`config.mk`:
```
export PLATFORM = sky130hd
export DESIGN_NAME = n64_vinput_demux
export DESIGN_NICKNAME = d
export VERILOG_FILES = /design/src/rtl/n64_vinput_demux_pkg.sv /design/src/rtl/n64_vinput_lockmon.sv /design/src/rtl/n64_vinput_demux.sv
export SDC_FILE = /design/constraint.sdc
export NUM_CORES = 1
export LEC_CHECK = 0
export CORE_ASPECT_RATIO = 1.2
export CORE_UTILIZATION = 52
export CTS_CLUSTER_SIZE = 20
export DETAILED_ROUTE_END_ITERATION = 10
export HOLD_SLACK_MARGIN = 0.05
export PLACE_DENSITY = 0.78
export SYNTH_ARGS = -nofsm -noshare
export SYNTH_HDL_FRONTEND = slang
export SYNTH_SLANG_ARGS = --single-unit
```
`constraint.sdc`:
```
create_clock -name N64_CLK_i -period 3.05 [get_ports N64_CLK_i]
set_clock_uncertainty 0.2 [all_clocks]
set_input_delay 0.4575 -clock N64_CLK_i [delete_from_list [all_inputs] [get_ports N64_CLK_i]]
set_output_delay 0.4575 -clock N64_CLK_i [all_outputs]
set_load 0.02 [all_outputs]
```
`src/rtl/n64_vinput_demux_pkg.sv`:
```
// Shared constants for the N64 video input demultiplexer and its consumers.
// The PPU reads vdata_sync_o through the SYNC_* bit positions defined here.
package n64_vinput_demux_pkg;

   localparam logic [1:0] ST_HUNT = 2'd0;
   localparam logic [1:0] ST_R    = 2'd1;
   localparam logic [1:0] ST_G    = 2'd2;
   localparam logic [1:0] ST_B    = 2'd3;

   localparam int SYNC_VS    = 3;
   localparam int SYNC_CLAMP = 2;
   localparam int SYNC_HS    = 1;
   localparam int SYNC_CS    = 0;

   localparam logic [3:0] SYNC_IDLE = 4'hF;

   localparam int LOCK_THRESH_DEFAULT = 16;

   // True while the FSM is part-way through a pixel, so a sync here is premature.
   function automatic logic in_pixel(input logic [1:0] st);
      return (st != ST_HUNT);
   endfunction

endpackage

```
`src/rtl/n64_vinput_lockmon.sv`:
```
// Lock monitor: good-pixel run counter, locked flag and saturating alignment-error counter.
module n64_vinput_lockmon
   import n64_vinput_demux_pkg::*;
#(
   parameter int lock_thresh  = LOCK_THRESH_DEFAULT,
   parameter int errcnt_width = 8
) (
   input  logic                    clk,
   input  logic                    rst_n,
   input  logic                    good_pix,
   input  logic                    err,
   input  logic                    gap,
   input  logic                    clr_err,
   output logic                    fire_ok,
   output logic                    locked,
   output logic [errcnt_width-1:0] err_cnt
);

   localparam logic [7:0]              THRESH  = 8'(lock_thresh);
   localparam logic [errcnt_width-1:0] ERR_ONE = errcnt_width'(1);

   logic [7:0]              good_cnt_r;
   logic [7:0]              good_cnt_nxt_s;
   logic [7:0]              good_inc_s;
   logic                    locked_r;
   logic [errcnt_width-1:0] err_cnt_r;

   // Next good-pixel count; a pixel may fire on the very cycle the threshold is reached.
   always_comb begin
      good_inc_s = (good_cnt_r >= THRESH) ? THRESH : (good_cnt_r + 8'd1);
      if (err || gap) begin
         good_cnt_nxt_s = 8'd0;
      end else if (good_pix) begin
         good_cnt_nxt_s = good_inc_s;
      end else begin
         good_cnt_nxt_s = good_cnt_r;
      end
      fire_ok = good_pix && (good_inc_s == THRESH);
   end

   // Good-pixel counter and locked flag.
   always_ff @(posedge clk or negedge rst_n) begin
      if (!rst_n) begin
         good_cnt_r <= 8'd0;
         locked_r   <= 1'b0;
      end else begin
         good_cnt_r <= good_cnt_nxt_s;
         locked_r   <= (good_cnt_nxt_s == THRESH);
      end
   end

   // Saturating alignment-error counter; clear has priority over a coincident error.
   always_ff @(posedge clk or negedge rst_n) begin
      if (!rst_n) begin
         err_cnt_r <= '0;
      end else if (clr_err) begin
         err_cnt_r <= '0;
      end else if (err && !(&err_cnt_r)) begin
         err_cnt_r <= err_cnt_r + ERR_ONE;
      end else begin
         err_cnt_r <= err_cnt_r;
      end
   end

   assign locked  = locked_r;
   assign err_cnt = err_cnt_r;

endmodule

```
`src/rtl/n64_vinput_demux.sv`:
```
// N64 4-phase video demultiplexer: sync/R/G/B phases into one registered RGB word
// plus sync nibble, with phase lock tracking and alignment-error counting.
module n64_vinput_demux
   import n64_vinput_demux_pkg::*;
#(
   parameter int color_width_i = 7,
   parameter int lock_thresh   = LOCK_THRESH_DEFAULT,
   parameter int errcnt_width  = 8
) (
   input  logic                       N64_CLK_i,
   input  logic                       N64_nVRST_i,
   input  logic                       nVDSYNC_i,
   input  logic [color_width_i-1:0]   VD_i,
   output logic                       vdata_valid_o,
   output logic [3:0]                 vdata_sync_o,
   output logic [3*color_width_i-1:0] vdata_rgb_o,
   output logic                       locked_o,
   output logic [errcnt_width-1:0]    align_err_cnt_o,
   input  logic                       clr_err_i
);

   logic [1:0]                 state_r;
   logic [1:0]                 state_nxt_s;
   logic                       after_b_r;
   logic [3:0]                 sync_sh_r;
   logic [color_width_i-1:0]   r_r;
   logic [color_width_i-1:0]   g_r;
   logic                       valid_r;
   logic [3:0]                 sync_out_r;
   logic [3*color_width_i-1:0] rgb_r;
   logic                       good_pix_s;
   logic                       err_s;
   logic                       gap_s;
   logic                       fire_ok_s;

   // Phase sequencing; a sync restarts the pixel from any state.
   always_comb begin
      state_nxt_s = state_r;
      good_pix_s  = 1'b0;
      err_s       = 1'b0;
      gap_s       = 1'b0;
      if (!nVDSYNC_i) begin
         state_nxt_s = ST_R;
         err_s       = in_pixel(state_r);
      end else begin
         case (state_r)
            ST_HUNT: begin
               state_nxt_s = ST_HUNT;
               gap_s       = after_b_r;
            end
            ST_R:    state_nxt_s = ST_G;
            ST_G:    state_nxt_s = ST_B;
            ST_B: begin
               state_nxt_s = ST_HUNT;
               good_pix_s  = 1'b1;
            end
            default: state_nxt_s = ST_HUNT;
         endcase
      end
   end

   // FSM state and the "previous cycle captured B" marker used for gap detection.
   always_ff @(posedge N64_CLK_i or negedge N64_nVRST_i) begin
      if (!N64_nVRST_i) begin
         state_r   <= ST_HUNT;
         after_b_r <= 1'b0;
      end else begin
         state_r   <= state_nxt_s;
         after_b_r <= good_pix_s;
      end
   end

   // Shadow capture of sync and colour phases, independent of lock.
   always_ff @(posedge N64_CLK_i or negedge N64_nVRST_i) begin
      if (!N64_nVRST_i) begin
         sync_sh_r <= SYNC_IDLE;
         r_r       <= '0;
         g_r       <= '0;
      end else if (!nVDSYNC_i) begin
         sync_sh_r <= {VD_i[SYNC_VS], VD_i[SYNC_CLAMP], VD_i[SYNC_HS], VD_i[SYNC_CS]};
      end else if (state_r == ST_R) begin
         r_r <= VD_i;
      end else if (state_r == ST_G) begin
         g_r <= VD_i;
      end else begin
         sync_sh_r <= sync_sh_r;
      end
   end

   n64_vinput_lockmon #(
      .lock_thresh  (lock_thresh),
      .errcnt_width (errcnt_width)
   ) u_lockmon (
      .clk      (N64_CLK_i),
      .rst_n    (N64_nVRST_i),
      .good_pix (good_pix_s),
      .err      (err_s),
      .gap      (gap_s),
      .clr_err  (clr_err_i),
      .fire_ok  (fire_ok_s),
      .locked   (locked_o),
      .err_cnt  (align_err_cnt_o)
   );

   // Output word: B comes straight off the bus on its capture edge; outputs hold otherwise.
   always_ff @(posedge N64_CLK_i or negedge N64_nVRST_i) begin
      if (!N64_nVRST_i) begin
         valid_r    <= 1'b0;
         sync_out_r <= SYNC_IDLE;
         rgb_r      <= '0;
      end else if (fire_ok_s) begin
         valid_r    <= 1'b1;
         sync_out_r <= sync_sh_r;
         rgb_r      <= {r_r, g_r, VD_i};
      end else begin
         valid_r    <= 1'b0;
      end
   end

   assign vdata_valid_o = valid_r;
   assign vdata_sync_o  = sync_out_r;
   assign vdata_rgb_o   = rgb_r;

endmodule

```
# Word level (Yosys, flattened, before mapping)

Index checks and enable logic that the tools add are counted.

Register bits after elaboration: 64
Input bits: 11
Output and inout bits: 35
Logic and storage cells: 44

$add $sub $neg: 2
Magnitude comparators: 1
Equality and inequality tests: 5
Mux-type cells: 13
Bitwise logic cells: 1
Reductions and logical operators: 11

Operators with widths:

| kind                  | count |
|---|---|
| $mux W8               | 5 |
| $add A8 B1 Y8 const B | 2 |
| $eq A8 B5 Y1 const B  | 2 |
| $ge A8 B5 Y1 const B  | 1 |
| $reduce_and A8 Y1     | 1 |
| $mux W1               | 6 |
| $pmux W2 S3           | 1 |
| $eq A2 B2 Y1 const B  | 2 |
| $reduce_bool A2 Y1    | 2 |
| $reduce_and A3 Y1     | 1 |
| $eq A2 B1 Y1 const B  | 1 |
| $logic_and A1 B1 Y1   | 2 |
| $logic_not A2 Y1      | 1 |
| $mux W2               | 1 |
| $reduce_and A2 Y1     | 1 |
| $reduce_or A2 Y1      | 1 |
| $logic_not A1 Y1      | 1 |
| $logic_or A1 B1 Y1    | 1 |
| $not A1 Y1            | 1 |

# Depth between registers and ports, before layout

Word-level depth: 6
Gate-level depth with buffers: 6
Mapped depth without buffers: 6

# By module

Synthesis repeated with hierarchy kept, for this count alone.

Cell total of the unflattened synthesis: 195
Area, all modules: 2762.6 sq um

Modules (own cells, without submodules):

| module             | instances | cells each | area an instance (sq um) | seq. area each (sq um) |
|---|---|---|---|---|
| n64_vinput_demux   | 1         | 107        | 1866.8                   | 1186.1 |
| n64_vinput_lockmon | 1         | 88         | 895.9                    | 425.4 |

# Worst setup path before layout

Ideal clock, no wire load.

Path kind: register to register
From: reg u_lockmon.good_cnt_r[0]
To: reg rgb_r[10], in the netlist vdata_rgb_o[10]
Setup time: 128 ps
Arrival time: 1846 ps
Data required time: 2722 ps
Path slack: 876 ps
Cell stages (with the launch flop): 7
Path buffers: 1
Clock period less this slack: 2174 ps
Cells stage by stage: dfrtp_1 inv_1 ha_1 nor4_1 o21ai_4 buf_6 mux2_1

Cells in the longest elaborated chain, start to end: 4
Elaborated cells between the ends (all ways): 5
Those cells by class: 1 x add/sub; 1 x order compare; 1 x eq/ne; 1 x mux; 1 x reduce/logical

RTL lines:

| what                                          | line                     | RTL |
|---|---|---|
| start: declaration                            | n64_vinput_lockmon.sv:22 | `logic [7:0] good_cnt_r;` |
| start signal: assignment                      | n64_vinput_lockmon.sv:47 | `good_cnt_r <= good_cnt_nxt_s;` |
| $add A8 B1 Y8 or $ge A8 B5 Y1 (tied branches) | n64_vinput_lockmon.sv:30 | `good_inc_s = (good_cnt_r >= THRESH) ? THRESH : (good_cnt_r + 8'd1);` |
| $mux W8 (*)                                   | n64_vinput_lockmon.sv:30 |  |
| $eq A8 B5 Y1 (*)                              | n64_vinput_lockmon.sv:38 | `fire_ok = good_pix && (good_inc_s == THRESH);` |
| $logic_and A1 B1 Y1 (*)                       | n64_vinput_lockmon.sv:38 |  |
| end signal: assignment                        | n64_vinput_demux.sv:114  | `rgb_r <= {r_r, g_r, VD_i};` |
| end: declaration                              | n64_vinput_demux.sv:30   | `logic [3*color_width_i-1:0] rgb_r;` |

Mark *: on every way between the ends. The rest lies on a longest branch, timed or not.
A chain may end at the register's enable or synchronous reset.

# Worst setup path after layout

From: reg u_lockmon.good_cnt_r[0]
To: reg rgb_r[6], in the netlist vdata_rgb_o[6]

The elaborated chain is that of the path after synthesis.

==> results.py <==
metrics = {
    "setup_path": {
        "startpoint": "u_lockmon.good_cnt_r[0]",
        "r2r-start": "u_lockmon.good_cnt_r[0]",
        "rr_worst_depth": 6,
        "crit_fanout": 26,
        "setup.worst_path.class": "reg2reg",
        "crit_path_start_kind": "flip-flop",
        "arrival_ns": 2.37,
        "crit_end": "vdata_rgb_o[6]",
        "rrSetupSlack_ns": 0.70,
        "cp-end-kind": "flip-flop",
        "required_ns": 3.08,
        "r2r-end": "vdata_rgb_o[6]",
    },
    "timing": {
        "period_share_pct": 76.9,
        "setup_viol": 0,
        "period_needed_ns": 2.35,
        "setup_tns_ns": 0,
        "rsz0062_at_grt": "false",
        "relSlewSlack_pct": 47.9,
        "fmax_mhz": 426,
        "slew_viol_final": 0,
        "holdWs_ns": 0.0594,
        "worstMarginPinSlew_ns": 0.781,
        "hold_violations": 0,
    },
    "routing": {
        "drtIter0Drc": 82,
        "vias": 1788,
        "vias_per_cell": 5.47,
        "detail-route-antenna-nets": 0,
        "wl_met2_um": 2380,
        "drt-total-wl_um": 4810,
        "dr.max_layer_used": "met4",
        "firstDrtPassIters": 3,
        "drc": 0,
        "routedWlPerCell_um": 14.7,
        "wl_met1_um": 2090,
        "dr_wl_met3_um": 201,
    },
    "placement": {
        "numPortBuffers": 45,
        "globalplace.congestion": 0.802,
        "dpl.hpwl_um": 3190,
        "place_inst": 311,
    },
    "synthesis": {
        "syn-instance-count": 208,
        "synth_edf_count": 0,
        "synth_flop_cell": "dfrtp_1",
        "synth.yosys.seq_area_share_pct": 59.1,
        "avgSynthCellArea_sq_um": 13.1,
        "syn_area_sq_um": 2730,
        "yosysTopAreaCell": "dfrtp_1",
        "ys_seq_elements": 64,
        "yosys_warnings": 0,
        "syn-num-nets": 226,
        "synth_area_leaders": "dfrtp_1, mux2_1, mux2_2, dfstp_2, ha_1",
        "yosysTopAreaCellShare_pct": 51.4,
        "async_flop_share_pct": 100,
        "synthDistinctLibCells": 37,
    },
    "cells_and_area": {
        "n_antenna_cell": 0,
        "nets": 280,
        "final_cells": 327,
        "drive_above_1_share_pct": 18.7,
        "areaGrowthSynthToFinish_pct": 26.6,
    },
    "cts": {
        "cts.sinks": 64,
        "cts_resized": 0,
        "clockRootBuffer": "clkbuf_8",
        "cts_tree": "built",
        "cts.path.max_buffers": 2,
        "cts_max_level": 3,
        "hold_buffers": 0,
        "numCtsBuffers": 9,
        "clkLatencyLatePin_ns": 0.35,
        "cts_setup_buffers": 0,
        "clk_pin_slew_worst_paths_ns": 0.07,
    },
    "die": {
        "chipHeight_um": 81.4,
        "die_w_um": 68.1,
        "dieArea_sq_um": 5540,
        "rows": 28,
        "coreArea_sq_um": 4970,
        "initial_core_util_pct": 54.9,
        "ios": 46,
    },
    "global_route": {
        "grt_antenna_before_repair": 0,
        "grt_pass1_wl_um": 7990,
        "grt_pass1_vias": 1777,
        "overflow": 0,
        "grt_start_max_net_pins": 65,
        "track_usage_pct": 20.2,
    },
    "run": {
        "cap_violations": 0,
    },
    "worst_hold_path": {
        "hold_path_class": "in2async",
    },
    "pwr": {
        "peakVddDrop_v": 0.000367,
        "p_leak_nw": 1.63,
        "pwr_density_cell_nw_per_um2": 562,
    },
    "run_status": {
        "outcome": "completed",
    },
}
-- where the power goes --
part | total (W) | internal, W | leakage (nW) | switching [W]
registers | 0.000976 | 0.000933 | 0.832 | 0.0000432
clock network | 0.000794 | 0.000482 | 0.108 | 0.000312
logic | 0.000173 | 0.0000930 | 0.688 | 0.0000799
-- cells by family after synthesis --
| group | count (synthesis) | synth area share [%] |
|---|---|---|
| compound gates | 25 | 5.91 |
| xor+xnor | 2 | 0.642 |
| fa+ha+maj | 7 | 3.21 |
| buf+inv | 13 | 2.38 |
| flops | 64 | 59.1 |
| mux | 45 | 18.5 |
| simple gates | 52 | 10.3 |
-- state kept, by name, summed over array words and instances (netlist names) --
name and cells:
u_lockmon.err_cnt 8, g_r 7, vdata_valid_o 1, state_r 2
r_r 7, after_b_r 1, u_lockmon.good_cnt_r 8, sync_sh_r 4
u_lockmon.locked 1, vdata_rgb_o 21, vdata_sync_o 4
-- worst min-delay path by stage --
stage	from	endpoint
2_1_floorplan	N64_nVRST_i	after_b_r
3_3_place_gp	r_r[6]	vdata_rgb_o[20]
3_5_place_dp	r_r[6]	vdata_rgb_o[20]
4_1_cts	N64_nVRST_i	vdata_valid_o
5_1_grt	N64_nVRST_i	vdata_rgb_o[1]
6_report	N64_nVRST_i	vdata_valid_o
-- area by class of cell --
cell class	count	area [sq um]
timing repair buffer	49	475
inverter	7	26.3
clock inverter	3	65.1
tap	60	75.1
fill	369	1520
clock buffer	13	149
multi-input combinational	131	1050
sequential	64	1610
-- Yosys cell counts (2+ instances only) --
cell and count:
and2_1 2, and3_1 4, nor4_1 3, nand3b_1 2, nor2b_1 2, buf_6 2
o21ai_0 5, dfstp_2 8, nand3_1 8, dfrtp_1 56, ha_1 7, inv_1 7
clkbuf_1 2, nand2_1 7, and4b_1 2, nor2_1 11, a21o_1 2, nor3_1 6
nand4_1 2, mux2_1 22, a21oi_1 11, mux2_2 22
-- critical path, cell delays in order, from the launching register on --
cell	delay (ns)
dfrtp_1	0.47
inv_1	0.09
ha_1	0.34
nor4_1	0.47
o21ai_4	0.06
buf_4	0.25
mux2_1	0.35
-- placed cells by master, fill, tap and decap left out, types with 3 or more instances in the layout --
| master | n |
|---|---|
| clkdlybuf4s50_1 | 44 |
| nor3_1 | 6 |
| inv_1 | 7 |
| nand2_1 | 7 |
| nor2_1 | 11 |
| clkbuf_8 | 10 |
| buf_4 | 4 |
| mux2_2 | 22 |
| ha_1 | 7 |
| nor4_1 | 3 |
| dfstp_2 | 8 |
| o21ai_0 | 5 |
| mux2_1 | 22 |
| dfrtp_1 | 56 |
| a21oi_1 | 11 |
| nand3_1 | 8 |
| and3_1 | 4 |
| clkbuf_1 | 3 |
-- per-layer routing --
layer,GRT usage [%],vias up
met5,0,-
met4,11.9,0
met3,4.35,12
met2,33.3,41
met1,23.9,884
li1,-,851
-- through the flow --
stage	power [W]	instance area, sq um	util (%)	setup WS, ns
final	0.00194	3450	69.4	0.704
after global routing	0.00202	3450	69.4	0.585
after CTS	0.00196	3450	69.4	0.690
after detailed placement	0.00117	3240	65.1	0.665
after global placement	0.00116	3240	65.1	0.695
after floorplan	0.00109	2730	-	0.876
Note: power is estimated with default switching activity, not from simulation.
